**config.mk**
```make
export PLATFORM = sky130hd
export DESIGN_NAME = rf_writeback
export DESIGN_NICKNAME = d
export VERILOG_FILES = /design/src/rtl/rf_pkg.sv /design/src/rtl/wb_hold_buf.sv /design/src/rtl/rf_writeback.sv
export SDC_FILE = /design/constraint.sdc
export NUM_CORES = 1
export LEC_CHECK = 0
export ABC_AREA = 0
export CORE_UTILIZATION = 49
export DETAILED_ROUTE_END_ITERATION = 16
export PLACE_DENSITY = 0.78
export RECOVER_POWER = 100
export SKIP_LAST_GASP = 1
export SLEW_MARGIN = 30
export SYNTH_ARGS = -nofsm -noshare
export SYNTH_HDL_FRONTEND = slang
export SYNTH_HIERARCHICAL = 1
export SYNTH_SLANG_ARGS = --single-unit
```
**constraint.sdc**
```tcl
create_clock -name i_clk -period 1.9 [get_ports i_clk]
set_input_delay 0.38 -clock i_clk [delete_from_list [all_inputs] [get_ports i_clk]]
set_output_delay 0.38 -clock i_clk [all_outputs]
set_load 0.01 [all_outputs]
```
**src/rtl/rf_pkg.sv**
```systemverilog
// rtl/rf_pkg.sv - shared constants and result type for the register-file write-back stage
package rf_pkg;

  localparam int REG_ADDR_W        = 5;
  localparam int XLEN_DEFAULT      = 32;
  localparam int AGE_LIMIT_DEFAULT = 3;

  typedef struct packed {
    logic [REG_ADDR_W-1:0]   rd;
    logic [XLEN_DEFAULT-1:0] data;
  } wb_result;

endpackage

```
**src/rtl/wb_hold_buf.sv**
```systemverilog
// rtl/wb_hold_buf.sv - one-entry holding buffer for a single write-back source
module wb_hold_buf
  import rf_pkg::*;
#(
  parameter int W = REG_ADDR_W + XLEN_DEFAULT
) (
  input  logic         i_clk,
  input  logic         i_rst,
  input  logic         i_load,
  input  logic         i_drain,
  input  logic [W-1:0] i_payload,
  output logic         o_valid,
  output logic [W-1:0] o_payload
);

  logic         valid_q, valid_d;
  logic [W-1:0] payload_q, payload_d;

  // a load refills the entry even in the cycle the old entry drains
  always_comb begin
    valid_d   = valid_q;
    payload_d = payload_q;
    if (i_drain) begin
      valid_d = 1'b0;
    end
    if (i_load) begin
      valid_d   = 1'b1;
      payload_d = i_payload;
    end
  end

  // entry storage, emptied immediately on reset
  always_ff @(posedge i_clk or posedge i_rst) begin
    if (i_rst) begin
      valid_q   <= 1'b0;
      payload_q <= '0;
    end else begin
      valid_q   <= valid_d;
      payload_q <= payload_d;
    end
  end

  assign o_valid   = valid_q;
  assign o_payload = payload_q;

endmodule

```
**src/rtl/rf_writeback.sv**
```systemverilog
// rtl/rf_writeback.sv - ALU/LSU write-back arbiter with optional busy scoreboard (RF_WB_SCOREBOARD_EN)
module rf_writeback
  import rf_pkg::*;
#(
  parameter int XLEN      = XLEN_DEFAULT,
  parameter int AGE_LIMIT = AGE_LIMIT_DEFAULT
) (
  input  logic                  i_clk,
  input  logic                  i_rst,
  input  logic                  i_alu_valid,
  input  logic [REG_ADDR_W-1:0] i_alu_rd,
  input  logic [XLEN-1:0]       i_alu_data,
  output logic                  o_alu_ready,
  input  logic                  i_lsu_valid,
  input  logic [REG_ADDR_W-1:0] i_lsu_rd,
  input  logic [XLEN-1:0]       i_lsu_data,
  output logic                  o_lsu_ready,
  output logic                  o_rd_wen,
  output logic [REG_ADDR_W-1:0] o_rd_addr,
  output logic [XLEN-1:0]       o_rd_data,
  input  logic                  i_issue_valid,
  input  logic [REG_ADDR_W-1:0] i_issue_rd,
  input  logic [REG_ADDR_W-1:0] i_rs1_addr,
  input  logic [REG_ADDR_W-1:0] i_rs2_addr,
  output logic                  o_rs1_busy,
  output logic                  o_rs2_busy
);

  localparam int PW    = REG_ADDR_W + XLEN;
  localparam int AGE_W = (AGE_LIMIT < 1) ? 1 : $clog2(AGE_LIMIT + 1);
  localparam logic [AGE_W-1:0] AGE_MAX = AGE_W'(AGE_LIMIT);

  logic                  alu_full, lsu_full;
  logic [PW-1:0]         alu_pl, lsu_pl, win_pl;
  logic                  drain_alu, drain_lsu, age_force;
  logic [AGE_W-1:0]      age_q, age_d;
  logic                  wen_q, wen_d;
  logic [REG_ADDR_W-1:0] addr_q, addr_d;
  logic [XLEN-1:0]       data_q, data_d;

  wb_hold_buf #(.W(PW)) u_alu_buf (
    .i_clk     (i_clk),
    .i_rst     (i_rst),
    .i_load    (i_alu_valid && o_alu_ready),
    .i_drain   (drain_alu),
    .i_payload ({i_alu_rd, i_alu_data}),
    .o_valid   (alu_full),
    .o_payload (alu_pl)
  );

  wb_hold_buf #(.W(PW)) u_lsu_buf (
    .i_clk     (i_clk),
    .i_rst     (i_rst),
    .i_load    (i_lsu_valid && o_lsu_ready),
    .i_drain   (drain_lsu),
    .i_payload ({i_lsu_rd, i_lsu_data}),
    .o_valid   (lsu_full),
    .o_payload (lsu_pl)
  );

  // single drain per cycle: LSU first unless the ALU entry has waited too long
  always_comb begin
    age_force = alu_full && (age_q == AGE_MAX);
    drain_alu = alu_full && (!lsu_full || age_force);
    drain_lsu = lsu_full && !drain_alu;
  end

  assign o_alu_ready = !alu_full || drain_alu;
  assign o_lsu_ready = !lsu_full || drain_lsu;

  // register the drained result; rd 0 drains silently and idle cycles hold addr/data
  always_comb begin
    win_pl = drain_alu ? alu_pl : lsu_pl;
    wen_d  = 1'b0;
    addr_d = addr_q;
    data_d = data_q;
    if (drain_alu || drain_lsu) begin
      addr_d = win_pl[PW-1:XLEN];
      data_d = win_pl[XLEN-1:0];
      wen_d  = (addr_d != '0);
    end
    age_d = (alu_full && !drain_alu) ? age_q + 1'b1 : '0;
  end

  // write port and ALU starvation counter
  always_ff @(posedge i_clk or posedge i_rst) begin
    if (i_rst) begin
      wen_q  <= 1'b0;
      addr_q <= '0;
      data_q <= '0;
      age_q  <= '0;
    end else begin
      wen_q  <= wen_d;
      addr_q <= addr_d;
      data_q <= data_d;
      age_q  <= age_d;
    end
  end

  assign o_rd_wen  = wen_q;
  assign o_rd_addr = addr_q;
  assign o_rd_data = data_q;

`ifdef RF_WB_SCOREBOARD_EN
  localparam int NREGS = 1 << REG_ADDR_W;

  logic [NREGS-1:0] busy_q, busy_d;

  // clear on drain before setting on issue so a same-edge re-issue keeps the bit
  always_comb begin
    busy_d = busy_q;
    if (wen_d) begin
      busy_d[addr_d] = 1'b0;
    end
    if (i_issue_valid && (i_issue_rd != '0)) begin
      busy_d[i_issue_rd] = 1'b1;
    end
  end

  // pending-write map
  always_ff @(posedge i_clk or posedge i_rst) begin
    if (i_rst) begin
      busy_q <= '0;
    end else begin
      busy_q <= busy_d;
    end
  end

  assign o_rs1_busy = (i_rs1_addr != '0) && busy_q[i_rs1_addr];
  assign o_rs2_busy = (i_rs2_addr != '0) && busy_q[i_rs2_addr];
`else
  logic unused_scoreboard;
  assign unused_scoreboard = ^{i_issue_valid, i_issue_rd, i_rs1_addr, i_rs2_addr};
  assign o_rs1_busy = 1'b0;
  assign o_rs2_busy = 1'b0;
`endif

endmodule

```
==> results_dict.tcl <==
set metrics [dict create \
    die_y_um 105 \
    use_met1 0.296 \
    layout_min_cycle_time_ns 1.87 \
    hold_class "flop to flop" \
    routed_via_density 5.31 \
    cts_buffers 17 \
    skew_ns 0.00840 \
    max_cap_violations 0 \
    coreArea_mm2 0.0104 \
    die_area_mm2 0.0111 \
    clk_latency_ns 0.51 \
    grt_usage 0.244 \
    grt_setup_unrepaired "yes" \
    ff2ff_path_depth 7 \
    postSynthAreaPerCell_um2 13.4 \
    clkTransAtPathRegs_ns 0.05 \
    pin_count 136 \
    syn_inst 390 \
    wl_per_cell_um 19.0 \
    crit_fanout 4 \
    p_per_area_mw_per_mm2 1540 \
    htree_levels 4 \
    start_kind "flop" \
    multi_input_area_mm2 0.00196 \
    hpwl_um 8330 \
    synthToLayoutAreaGrowth_pct 37.2 \
    syn_area_mm2 0.00524 \
    irDropWorstVdd_v 0.00112 \
    rr_startpoint "age_q[0]" \
    drive_gt1_frac 0.313 \
    met3_usage 0.0532 \
    grt-busiest-layer "met2" \
    ys_warn_count 6 \
    path_class "flop to output port" \
    power.leakage_nw 3.21 \
    dr.pass1.iters 4 \
    final_max_slew_viol_count 0 \
    met2_usage 0.428 \
    synth_seq_area_share 0.554 \
    status "complete, no violations" \
    dpl_cell_area_mm2 0.00662 \
    io_buffers 117 \
    reg2reg_slack_ns 0.07 \
    regArea_mm2 0.00291 \
    antennaDiodeCount 0 \
    start_util 0.506 \
    slew_headroom 0.151 \
    cp.required_ns 1.52 \
    antenna_found_initial 0 \
    worst-slew-pin-transition_ns 1.27 \
    die_width_um 105 \
    grt-ovfl-total 0 \
    vias 3555 \
    fillers 727 \
    setup_viol 0 \
    setup_tns_ns 0 \
    place_congestion 0.752 \
    final_area_mm2 0.00719 \
    root_buffer "clkbuf_8" \
    fmax_mhz 535 \
    ys_types 27 \
    ys_ff_latch 116 \
    grt_pass1_vias 3931 \
    cp.arrival_ns 1.49 \
    post-route-period-util 0.983 \
    endpoint_kind "output port" \
    drtAntennaViolNets 0 \
    grt_pass1_wl_um 20500 \
    clock_path_buffers 2 \
    hold_viol_final 0 \
    routed_wl_um 12700 \
    drt_iter0_drc 107 \
    fin_nets 615 \
    grt_start_max_net_pins 27 \
    num_rows 37 \
    crit_end "o_alu_ready" \
    cts_tree "built" \
    worstReg2RegEnd "u_alu_buf/o_payload[27]" \
    drc 0 \
    setup.worst_path.start "age_q[0]" \
    clkSinkCount 116 \
]
## synth_stat cells, drive strengths merged
cell / count / share of area
a21boi: 1 / 0.0014
a21o: 2 / 0.0029
a21oi: 36 / 0.036
a32oi: 1 / 0.0017
and2: 3 / 0.0041
and3: 1 / 0.0012
buf: 26 / 0.044
clkbuf: 2 / 0.0014
conb: 1 / 0.00072
dfrtp: 116 / 0.55
ha: 1 / 0.0024
inv: 41 / 0.029
mux2: 110 / 0.26
nand2: 3 / 0.0021
nand2b: 1 / 0.0026
nand3: 1 / 0.00095
nor2: 2 / 0.0014
nor2b: 1 / 0.0012
o21ai: 1 / 0.00095
o22ai: 38 / 0.045
or4: 2 / 0.0029
## per-stage QoR
| stage | hold slack [ns] | utilization | total power [mW] | std cells | setup slack (ns) |
|---|---|---|---|---|---|
| global placement | 0.419 | 0.638 | 7.58 | 636 | 0.105 |
| floorplan | 0.410 | - | 6.16 | 391 | 0.119 |
| detailed placement | 0.426 | 0.638 | 7.73 | 636 | 0.132 |
| finish | 0.431 | 0.693 | 11.1 | 669 | 0.0318 |
| global route | 0.449 | 0.693 | 11.6 | 669 | -0.0232 |
| CTS | 0.274 | 0.697 | 11.2 | 669 | 0.0190 |
## power breakdown
group | internal (mW) | switching, mW
clock network | 2.25 | 1.09
registers | 3.39 | 0.558
logic | 2.19 | 1.59
total | 7.83 | 3.24
## flip-flops by register name, indices dropped and copies added, names as in the netlist
name and cells:
u_alu_buf/o_valid 1, u_lsu_buf/o_payload 37, o_rd_addr 5, age_q 2, o_rd_wen 1, u_lsu_buf/o_valid 1, o_rd_data 32, u_alu_buf/o_payload 37
## cell families (layout without fill, tap and decap cells)
| group | after synthesis | after routing | synth area share |
|---|---|---|---|
| muxes | 110 | 110 | 0.263 |
| and+or+nand+nor | 14 | 14 | 0.0165 |
| adders and majority gates | 1 | 1 | 0.00239 |
| buffers and inverters | 69 | 211 | 0.0752 |
| other | 1 | 2 | 0.000715 |
| DFF | 116 | 116 | 0.554 |
| AOI/OAI and AO/OA | 79 | 79 | 0.0881 |
## worst max-delay path, stage by stage (launching register included)
cell and delay [ns]:
dfrtp_1 0.38, ha_2 0.22, nor2b_2 0.15, nand2_2 0.08, buf_2 0.15
## final cells by class
cell class                      count  share of cell area
Timing Repair Buffer              138               0.193
Clock buffer                       21              0.0597
Clock inverter                     11              0.0254
Multi-Input combinational cell    206               0.272
Tap cell                          136              0.0237
Sequential cell                   116               0.404
Inverter                           41              0.0214
## worst min-delay path by stage
stage	slack, ns	cells after the start	from	end
detailed placement	0.43	1	age_q[0]	age_q[0]
floorplan	0.41	1	age_q[0]	age_q[0]
global placement	0.42	1	age_q[0]	age_q[0]
global route	0.45	1	age_q[0]	age_q[0]
finish	0.43	1	age_q[0]	age_q[0]
CTS	0.27	2	i_rst	u_alu_buf/o_payload[32]
## metal layers
layer	wire length [µm]	vias up
li1	-	1630
met1	5340	1797
met2	6600	111
met3	565	17
met4	180	0
met5	0	-
## repair_timing
action / in CTS / in global routing
pin swaps: 1 / 0
resized for setup: 7 / 3
setup buffers: 1 / 0
hold buffers: 0 / 0
cloned: 0 / 0
endpoints found under the setup margin: 2 / 26
## layout by cell type (no fill, tap or decap), types with 2 or more instances in the layout
master           netlist  final
a21o_1                 2      2
a21oi_1               34     34
a21oi_2                2      2
and2_2                 0      2
buf_12                 0      6
buf_4                  2      9
bufinv_16              0      5
clkbuf_1               2      7
clkbuf_16              0     16
clkbuf_2               0      2
clkdlybuf4s50_1        0    114
clkinv_2               0      5
conb_1                 1      2
dfrtp_1              116    114
dfrtp_2                0      2
dlymetal6s2s_1         0      2
inv_1                 41     40
mux2_2                72     72
mux2_4                38     38
nand2_1                3      2
nor2_1                 2      2
o22ai_1               38     38
or4_1                  2      2
Power figures use the tool's default switching activity.
